[src/rtl/led_ctrl.sv]
// Debounced DIP switches driving LEDs in pass/blink/chase/count modes.
// Optional LED_PWM_EN adds a duty input that dims the LED outputs.
module led_ctrl #(
  parameter int WIDTH    = 8,
  parameter int DEB_CNT  = 1000,
  parameter int TICK_DIV = 25000000
) (
  input  logic             clk,
  input  logic             rst,
  input  logic [WIDTH-1:0] dip,
  input  logic [1:0]       mode,
`ifdef LED_PWM_EN
  input  logic [3:0]       duty,
`endif
  output logic [WIDTH-1:0] led,
  output logic [WIDTH-1:0] dip_db,
  output logic             tick
);

  localparam int CW = $clog2(DEB_CNT);
  localparam int PW = $clog2(TICK_DIV);
  localparam logic [CW-1:0] DEB_MAX = CW'(DEB_CNT - 1);
  localparam logic [PW-1:0] PRE_MAX = PW'(TICK_DIV - 1);
  localparam logic [WIDTH-1:0] ONE  = WIDTH'(1);

  typedef enum logic [1:0] {
    M_PASS  = 2'b00,
    M_BLINK = 2'b01,
    M_CHASE = 2'b10,
    M_COUNT = 2'b11
  } mode_t;

  logic [WIDTH-1:0] s1;
  logic [WIDTH-1:0] s2;
  logic [CW-1:0]    cnt [WIDTH];

  always_ff @(posedge clk) begin
    if (rst) begin
      s1     <= '0;
      s2     <= '0;
      dip_db <= '0;
      for (int i = 0; i < WIDTH; i++) begin
        cnt[i] <= '0;
      end
    end else begin
      s1 <= dip;
      s2 <= s1;
      for (int i = 0; i < WIDTH; i++) begin
        if (s2[i] == dip_db[i]) begin
          cnt[i] <= '0;
        end else if (cnt[i] == DEB_MAX) begin
          dip_db[i] <= s2[i];
          cnt[i]    <= '0;
        end else begin
          cnt[i] <= cnt[i] + CW'(1);
        end
      end
    end
  end

  mode_t            mode_q;
  mode_t            mode_d;
  logic             chg;
  logic             tick_c;
  logic [PW-1:0]    presc;
  logic [PW-1:0]    presc_d;
  logic [WIDTH-1:0] count;
  logic [WIDTH-1:0] count_d;
  logic [WIDTH-1:0] pattern;
  logic [WIDTH-1:0] pat_d;
  logic             phase;
  logic             phase_d;
  logic [WIDTH-1:0] led_reg;
  logic [WIDTH-1:0] led_d;

  always_comb begin
    mode_d  = mode_t'(mode);
    chg     = (mode_d != mode_q);
    tick_c  = (presc == PRE_MAX) && !chg;
    presc_d = (presc == PRE_MAX) ? '0 : presc + PW'(1);
    count_d = count;
    pat_d   = pattern;
    phase_d = phase;
    led_d   = '0;
    // a mode switch restarts the animation from a known frame
    if (chg) begin
      presc_d = '0;
      count_d = '0;
      pat_d   = ONE;
      phase_d = 1'b1;
    end else if (tick_c) begin
      phase_d = !phase;
      count_d = count + ONE;
      if (dip_db[0]) begin
        pat_d = {pattern[0], pattern[WIDTH-1:1]};
      end else begin
        pat_d = {pattern[WIDTH-2:0], pattern[WIDTH-1]};
      end
    end
    unique case (mode_q)
      M_PASS:  led_d = dip_db;
      M_BLINK: led_d = phase ? dip_db : '0;
      M_CHASE: led_d = pattern;
      M_COUNT: led_d = count;
    endcase
  end

  always_ff @(posedge clk) begin
    if (rst) begin
      mode_q  <= M_PASS;
      presc   <= '0;
      count   <= '0;
      pattern <= ONE;
      phase   <= 1'b0;
      led_reg <= '0;
    end else begin
      mode_q  <= mode_d;
      presc   <= presc_d;
      count   <= count_d;
      pattern <= pat_d;
      phase   <= phase_d;
      led_reg <= led_d;
    end
  end

  assign tick = tick_c & ~rst;

`ifdef LED_PWM_EN
  logic [3:0] pwm_cnt;

  always_ff @(posedge clk) begin
    if (rst) begin
      pwm_cnt <= '0;
    end else begin
      pwm_cnt <= pwm_cnt + 4'd1;
    end
  end

  assign led = led_reg & {WIDTH{pwm_cnt < duty}};
`else
  assign led = led_reg;
`endif

endmodule

[config.mk]
export PLATFORM = sky130hd
export DESIGN_NAME = led_ctrl
export DESIGN_NICKNAME = d
export VERILOG_FILES = /design/src/rtl/led_ctrl.sv
export SDC_FILE = /design/constraint.sdc
export NUM_CORES = 1
export LEC_CHECK = 0
export BUFFER_PORTS_ARGS = -buffer_cell sky130_fd_sc_hd__buf_4
export CAP_MARGIN = 25
export CORE_MARGIN = 2
export CORE_UTILIZATION = 60
export CTS_CLUSTER_DIAMETER = 80
export DETAILED_ROUTE_END_ITERATION = 7
export GPL_TIMING_DRIVEN = 0
export PLACE_DENSITY = 0.78
export REMOVE_ABC_BUFFERS = 1
export SYNTH_ARGS = -nofsm -noshare
export SYNTH_HDL_FRONTEND = slang
export SYNTH_SLANG_ARGS = --single-unit
[constraint.sdc]
create_clock -name clk -period 4.15 [get_ports clk]
set_clock_uncertainty 0.1 [all_clocks]
set_input_delay 0.6225 -clock clk [delete_from_list [all_inputs] [get_ports clk]]
set_output_delay 0.6225 -clock clk [all_outputs]
set_load 0.02 [all_outputs]
Yosys cells after proc, flatten, opt, wreduce, memory -nomap -nowiden

Memory sizes are Yosys's and may differ from the RTL's.
Cells that the tools add are included.

RAM bits: 80
Output and inout bits: 17
Memories: 1
Register bits after elaboration: 76
Word-level logic and storage cells: 216

Eq/ne operators: 21
Bitwise operators: 34
Add/sub/neg operators: 10
Reductions and logical operators: 15
Multiplexer cells: 119

Memory list:

| memory | words | bits a word | rd ports | clocked after memory_dff | wr ports | line | source |
|---|---|---|---|---|---|---|---|
| cnt    | 8     | 10          | 8        | 0                        | 8        | 35   | `logic [CW-1:0] cnt [WIDTH];` |

Operator list:

| operator                                                         | count |
|---|---|
| 10-bit two-way mux                                               | 24 |
| 1-bit two-way mux                                                | 92 |
| 10-bit by 1-bit adder with 10-bit output (second input constant) | 8 |
| 10-bit == test (second input constant)                           | 8 |
| 8-bit case mux with 4 select lines                               | 1 |
| 25-bit by 1-bit adder with 25-bit output (second input constant) | 1 |
| 25-bit == test (second input constant)                           | 1 |
| 1-bit bitwise OR                                                 | 24 |
| 8-bit two-way mux                                                | 2 |
| 2-bit AND reduction                                              | 8 |
| 1-bit NOT                                                        | 9 |
| 8-bit by 1-bit adder with 8-bit output (second input constant)   | 1 |
| 1-bit == test                                                    | 8 |
| 2-bit == test (second input constant)                            | 2 |
| 3-bit OR reduction                                               | 1 |
| 2-bit by 1-bit == test with 1-bit output (second input constant) | 1 |
| 1-bit zero test                                                  | 2 |
| 2-bit zero test                                                  | 1 |
| 2-bit != test                                                    | 1 |
| 2-bit nonzero test                                               | 1 |
| 2-bit OR reduction                                               | 1 |
| 1-bit AND                                                        | 1 |
| 1-bit logical AND                                                | 1 |

Depth between registers and ports, before layout

Gate-level depths: netlist of the first run.

Depth in word-level cells: 7
Depth in mapped cells: 8
Gate-level depth less buffers: 5

Worst setup path before layout of the first run

Ideal clock, no wire load.

Path kind: reg2out
From: reg presc[0]
To: out tick
Cell stages (with the launch flop): 7
Data arrival time: 2.026 ns
Buffers on the path: 2
Path slack: 1.401 ns
Data required time: 3.428 ns
Path through: dfxtp_1 > ha_1 > nand2_1 > or4_1 > clkbuf_1 > clkbuf_1 > nor3_1

Longest elaborated chain between the ends: 3

RTL lines:

| what                   | line | source |
|---|---|---|
| from (decl)            | 65   | `logic [PW-1:0] presc;` |
| from (signal assigned) | 118  | `presc <= presc_d;` |
| 25-bit == test         | 79   | `tick_c = (presc == PRE_MAX) && !chg;` |
| 1-bit logical AND      | 79   |  |
| 1-bit AND              | 126  | `assign tick = tick_c & ~rst;` |
| to (decl)              | 17   | `output logic tick` |

No other way between the ends.

Worst setup path in the final report of the first run

From: reg presc[6]
To: out tick

Same word-level chain as after synthesis.

==> results of run 1 <==
==> worst paths after layout <==
path | to
max | tick
min | s1[6]$_SDFF_PP0_
max reg2reg | count[5]$_SDFFE_PP0P_
min reg2reg | s2[2]$_SDFF_PP0_
==> cell usage in the layout, fill, tap and decap left out, types with 7 or more instances in the layout <==
master / Yosys / layout
nand4_1: 21 / 21
nor2_1: 130 / 130
conb_1: 1 / 80
o31ai_1: 11 / 11
edfxtp_1: 80 / 80
or3_1: 9 / 9
clkbuf_16: 0 / 20
o21ai_0: 16 / 16
nand3_1: 33 / 33
or4_1: 15 / 15
ha_1: 10 / 10
and3_1: 10 / 10
mux2i_1: 9 / 9
dfxtp_1: 76 / 76
xor2_1: 31 / 31
a21oi_1: 27 / 27
buf_4: 2 / 28
nor3_1: 29 / 29
nor2b_1: 19 / 19
a2111oi_0: 9 / 9
nand2_1: 56 / 56
nand2b_1: 9 / 9
inv_1: 12 / 12
mux2_2: 7 / 7
xnor2_1: 54 / 54
==> power groups by stage <==
stage | Sequential [W] | Combinational (W) | Clock (W)
4_1_cts | 0.00171 | 0.000122 | 0.00162
3_3_place_gp | 0.00174 | 0.000117 | 0
3_5_place_dp | 0.00174 | 0.000120 | 0
2_1_floorplan | 0.00173 | 0.0000821 | 0
6_report | 0.00171 | 0.000127 | 0.00159
5_1_grt | 0.00171 | 0.000145 | 0.00167
==> worst max-delay path, stage by stage, from the launching register on <==
cell	delay, ns
dfxtp_1	0.38
nor4b_1	0.51
nand4_1	0.82
nor3_1	0.54
buf_4	0.21
==> area by class of cell <==
cell class / instances / area share [%]
flip-flops and latches: 156 / 45.8
multi-input cells: 624 / 41.6
clock buffers: 22 / 6.16
repair buffers: 29 / 2.63
well taps: 147 / 2.15
clock inverters: 10 / 1.15
inverters: 12 / 0.525
==> per-layer routing <==
layer | vias to the layer above | global-route usage (%) | part of all wire (%)
li1 | 2741 | - | -
met2 | 110 | 39.3 | 51
met3 | 36 | 4.85 | 3.6
met4 | 0 | 10.5 | 2.5
met5 | - | 0 | 0
met1 | 2584 | 25.9 | 43
==> logic make-up after synthesis <==
| group | count (synthesis) | synth area share (%) |
|---|---|---|
| compound gates | 67 | 5.55 |
| xor+xnor | 85 | 10.1 |
| fa+ha+maj | 10 | 1.70 |
| buf+inv | 38 | 2.36 |
| flops | 156 | 53.3 |
| mux | 16 | 2.29 |
| other cells | 1 | 0.0509 |
| simple gates | 366 | 24.7 |
==> stage by stage <==
step	hold WS [ns]	setup WS, ns	total power [W]	cells
finish	0.310	0.539	0.00342	1000
global route	0.324	0.332	0.00353	1000
CTS	0.292	0.502	0.00345	999
detailed placement	0.324	0.903	0.00186	967
global placement	0.319	1.12	0.00185	967
floorplan	0.314	1.37	0.00182	792
==> key figures, run 1 <==
Cells and area
  • Top reg by flops: cnt
  • Share of layout cells above drive strength 1: 9.14%
  • Final #Nets: 862
  • Max FFs per register: 80
  • FF+latch area: 0.00392 mm^2
  • Top flop regs: cnt: 80 flops, presc: 25 flops
  • Post-layout util: 71.4%
  • # fillers: 898
  • Antenna diodes: 0
  • Multi-input logic area: 0.00357 mm^2
  • Syn-to-layout area delta: 16.3%
  • Post-route cell area: 0.00857 mm^2

Setup path
  • Critical path endpoint category: output pin
  • Crit. Startpoint: presc[6]$_SDFF_PP0_
  • Worst Path Required: 3.43 ns
  • FF-to-FF path depth: 4
  • Kind of start point of the critical path: flip-flop
  • Worst reg2reg setup slack: 1.30 ns
  • RR Startpoint: presc[6]$_SDFF_PP0_
  • Crit path kind: reg -> out
  • Critical path arrival: 2.89 ns
  • Crit Path Max Fanout: 25

STA
  • Worst-margin pin slew: 0.923 ns
  • Fin crit period: 3.61 ns
  • Max Fclk: 277 MHz
  • Slew Viols, Final: 0
  • Slew margin rel.: 38.3%
  • Number of hold violations in the final report: 0
  • Setup tns final: 0 ns
  • Tcrit/Tclk final: 87.0%
  • Setup violations, final: 0
  • RSZ-0062 raised after global routing: false

GRT
  • GR Overflow Total: 0
  • First-pass GRT wire length: 23.4 mm
  • Vias in the first global route: 5339
  • Largest net degree at the start of global routing: 46
  • Antenna violations before repair: 0
  • Total Routing Usage GR: 22.3%

Power and ir drop
  • Clk network pwr share: 46.3%
  • Lkg Pwr: 3.02 nW
  • Register share of total power: 49.9%
  • Worst vdd ir: 0.410 mV
  • Internal: 0.00269 W
  • Net Sw Frac: 21.5%
  • Gate power share: 3.7%
  • Net load switching power: 0.000734 W
  • Cell Pwr Density: 399 mW/mm^2

Placed design
  • Placed cell area: 0.00793 mm^2
  • Number of port buffers: 28
  • Final Wtd Congestion: 0.840
  • HPWL Detailed: 9.36 mm

Synth
  • Seq/Total Area, Yosys: 53.3%
  • Cells after synthesis: 739
  • Synth Cell Area: 0.00737 mm^2
  • Post-synth cell types: 44
  • Avg Synthesized Cell Area: 9.97 um^2
  • Yosys top cell area share: 32.6%
  • Most frequent cell after synthesis: nor2_1
  • Yosys Warn Count: 0
  • Async set-reset flop share out of synthesis: 0%
  • Area leader, netlist: edfxtp_1
  • Synth top area cells: edfxtp_1 33%, dfxtp_1 21%, nor2_1 6.6%
  • Post-synth top cells: 130 x nor2_1, 80 x edfxtp_1, 76 x dfxtp_1
  • Post-synth EDFFs: 80
  • Post-synth top flop: edfxtp_1
  • Synth Register Bits: 156

Clocking
  • CTS Root Cell: clkbuf_16
  • CTS Buf Count: 17
  • TritonCTS clock tree: done
  • Worst skew pair latency: 0.42 ns
  • CTS resizes: 0
  • Reg clk slew, reported paths: 0.06 ns
  • Clk sinks: 156
  • Post-CTS Hold Buffers: 0
  • Setup Fix Bufs, Post-CTS: 0
  • Clock tree buffer depth: 2
  • H-Tree Depth: 4

Die
  • Site Rows: 40
  • I/O pin count: 29
  • Chip height: 115 um
  • Initial Util: 61.3%
  • Die Area: 0.0132 mm^2
  • Core area: 0.0120 mm^2
  • Die Span X: 115 um

Hold path
  • Hold Crit Class: in -> reg
  • Min-delay src: dip[6]
  • Worst Hold Depth: 2

Drt
  • Routed WL: 13.7 mm
  • Drt initial violations: 332
  • Overall via count from detail_route: 5471
  • Via density: 5.47
  • Drt pass-1 iters: 7
  • Post-route ant nets: 0
  • Per-cell routed wire length: 13.7 um
  • Post-route DRC: 0

Outcome
  • Status: completed

Flow run
  • Max-Cap Viols: 0
(Power assumes the default switching activity.)
==> inputs of run 2 (changes only) <==
--- a/config.mk
+++ b/config.mk
@@ -15,4 +15,5 @@
 export PLACE_DENSITY = 0.78
 export REMOVE_ABC_BUFFERS = 1
+export SLEW_MARGIN = 25
 export SYNTH_ARGS = -nofsm -noshare
 export SYNTH_HDL_FRONTEND = slang
--- a/constraint.sdc
+++ b/constraint.sdc
@@ -3,3 +3,3 @@
 set_input_delay 0.6225 -clock clk [delete_from_list [all_inputs] [get_ports clk]]
 set_output_delay 0.6225 -clock clk [all_outputs]
-set_load 0.02 [all_outputs]
+set_load 0.005 [all_outputs]
==> run 2 against run 1 <==
Final cell count unchanged. Utilization hardly changed. Die area did not move. Critical endpoint unchanged. Total power hardly changed. Non-clock buffer count did not move. Largest cell class unchanged. Combinational power fell by 4%. Fmax up 1.4%. Design area hardly changed.
==> key figures, run 2 (synthesis gave the netlist of run 1 again) <==
STA
  • Worst-margin pin slew: 0.813 ns
  • Tcrit/Tclk final: 85.8%
  • Number of hold violations in the final report: 0
  • Slew Viols, Final: 0
  • Setup violations, final: 0
  • Fin crit period: 3.56 ns
  • Slew margin rel.: 45.8%
  • Hold_ws: 0.307 ns
  • Setup tns final: 0 ns
  • Max Fclk: 281 MHz
  • Final setup margin: 0.591 ns
  • RSZ-0062 raised after global routing: false

Hold path
  • Min-delay src: dip[6]
  • Hold Crit Class: in -> reg

GRT
  • Antenna violations before repair: 0
  • GR Overflow Total: 0
  • First-pass GRT wire length: 23.4 mm
  • Total Routing Usage GR: 22.3%
  • Vias in the first global route: 5339
  • Largest net degree at the start of global routing: 46

Clocking
  • Setup Fix Bufs, Post-CTS: 0
  • TritonCTS clock tree: done
  • CTS Root Cell: clkbuf_16
  • CTS resizes: 0
  • CTS Buf Count: 17
  • Post-CTS Hold Buffers: 0
  • Clock tree buffer depth: 2
  • Clk sinks: 156
  • Reg clk slew, reported paths: 0.06 ns
  • Worst skew pair latency: 0.43 ns
  • H-Tree Depth: 4

Cells and area
  • Commonest non-fill, non-tap cell in the layout: nor2_1
  • Most frequent cells in the layout: 130 x nor2_1, 80 x edfxtp_1, 80 x conb_1, 76 x dfxtp_1, 56 x nand2_1
  • Final #Nets: 862
  • Layout Cells excl Fill: 1000
  • Syn-to-layout area delta: 16.4%
  • Antenna diodes: 0
  • # fillers: 898
  • Top flop regs: cnt: 80 flops, presc: 25 flops
  • Max FFs per register: 80
  • Top reg by flops: cnt
  • Share of layout cells above drive strength 1: 9.14%

Setup path
  • Crit. Startpoint: presc[0]$_SDFF_PP0_
  • Crit path kind: reg -> out
  • Crit path largest cell delay: 0.94 ns
  • Worst Path Required: 3.43 ns
  • RR Startpoint: presc[0]$_SDFF_PP0_
  • Crit Path Max Fanout: 25
  • Critical path arrival: 2.84 ns
  • CP top delay family: simple AND/OR/NAND/NOR gates
  • Critical path endpoint category: output pin
  • Kind of start point of the critical path: flip-flop
  • Crit-path slowest cell: or4_1
  • Worst reg2reg setup slack: 1.34 ns
  • CP Cell Sequence: ha_1, nand2_1, or4_1, nor3_1, buf_4
  • CP Buf/Inv Count: 1

Drt
  • Overall via count from detail_route: 5425
  • Drt pass-1 iters: 4
  • Drt initial violations: 372
  • Routed WL: 13.7 mm
  • Via density: 5.43
  • Post-route DRC: 0
  • Per-cell routed wire length: 13.7 um
  • Post-route ant nets: 0

Placed design
  • Place WS: 0.903 ns
  • Number of port buffers: 28
  • Final Wtd Congestion: 0.840
  • HPWL Detailed: 9.36 mm
  • Placed Cells: 967

Power and ir drop
  • Cell Pwr Density: 399 mW/mm^2
  • Lkg Pwr: 3.02 nW
  • Worst vdd ir: 0.413 mV

Die
  • I/O pin count: 29
  • Site Rows: 40
  • Chip height: 115 um
  • Die Area: 0.0132 mm^2
  • Core area: 0.0120 mm^2
  • Die Span X: 115 um
  • Initial Util: 61.3%

Flow run
  • Max-Cap Viols: 0

Outcome
  • Status: completed
==> run 2: where the power goes <==
group,internal (W),switching [W]
combinational,0.0000498,0.0000719
sequential,0.00167,0.0000419
clock,0.000969,0.000620
==> run 2: path summary, 6_finish.rpt <==
kind	end	cells past startpoint
setup reg to reg	presc[10]$_SDFF_PP0_	5
hold / removal	s1[6]$_SDFF_PP0_	2
hold reg to reg	s2[2]$_SDFF_PP0_	1
setup / recovery	tick	5
==> run 2: layout make-up <==
class | instances | area [um^2] | share of cell area, %
Clock buffer | 22 | 528 | 6.16
Multi-Input combinational cell | 624 | 3570 | 41.7
Sequential cell | 156 | 3920 | 45.8
Timing Repair Buffer | 29 | 221 | 2.58
Tap cell | 147 | 184 | 2.14
Clock inverter | 10 | 98.8 | 1.15
Inverter | 12 | 45.0 | 0.525
==> run 2: layer usage <==
metal | vias up | GRT usage (%) | routed length, um
li1 | 2746 | - | -
met4 | 0 | 10.5 | 245
met3 | 25 | 4.85 | 450
met2 | 88 | 39.3 | 7060
met1 | 2566 | 25.9 | 5980
met5 | - | 0 | 0
==> run 2: through the flow <==
step                cell area [um^2]  power [W]  utilization (%)
finish                          8580    0.00342             71.4
detailed placement              7930    0.00186             66.0
global route                    8580    0.00353             71.4
floorplan                       7540    0.00181                -
CTS                             8560    0.00344             71.2
global placement                7930    0.00185             66.0
==> run 2: worst reg2reg max path, stage by stage (launching register included) <==
cell     delay (ns)
dfxtp_1        0.39
ha_1           0.23
nand2_1        0.20
or4_1          0.95
o21ai_4        0.68
nor2_1         0.13
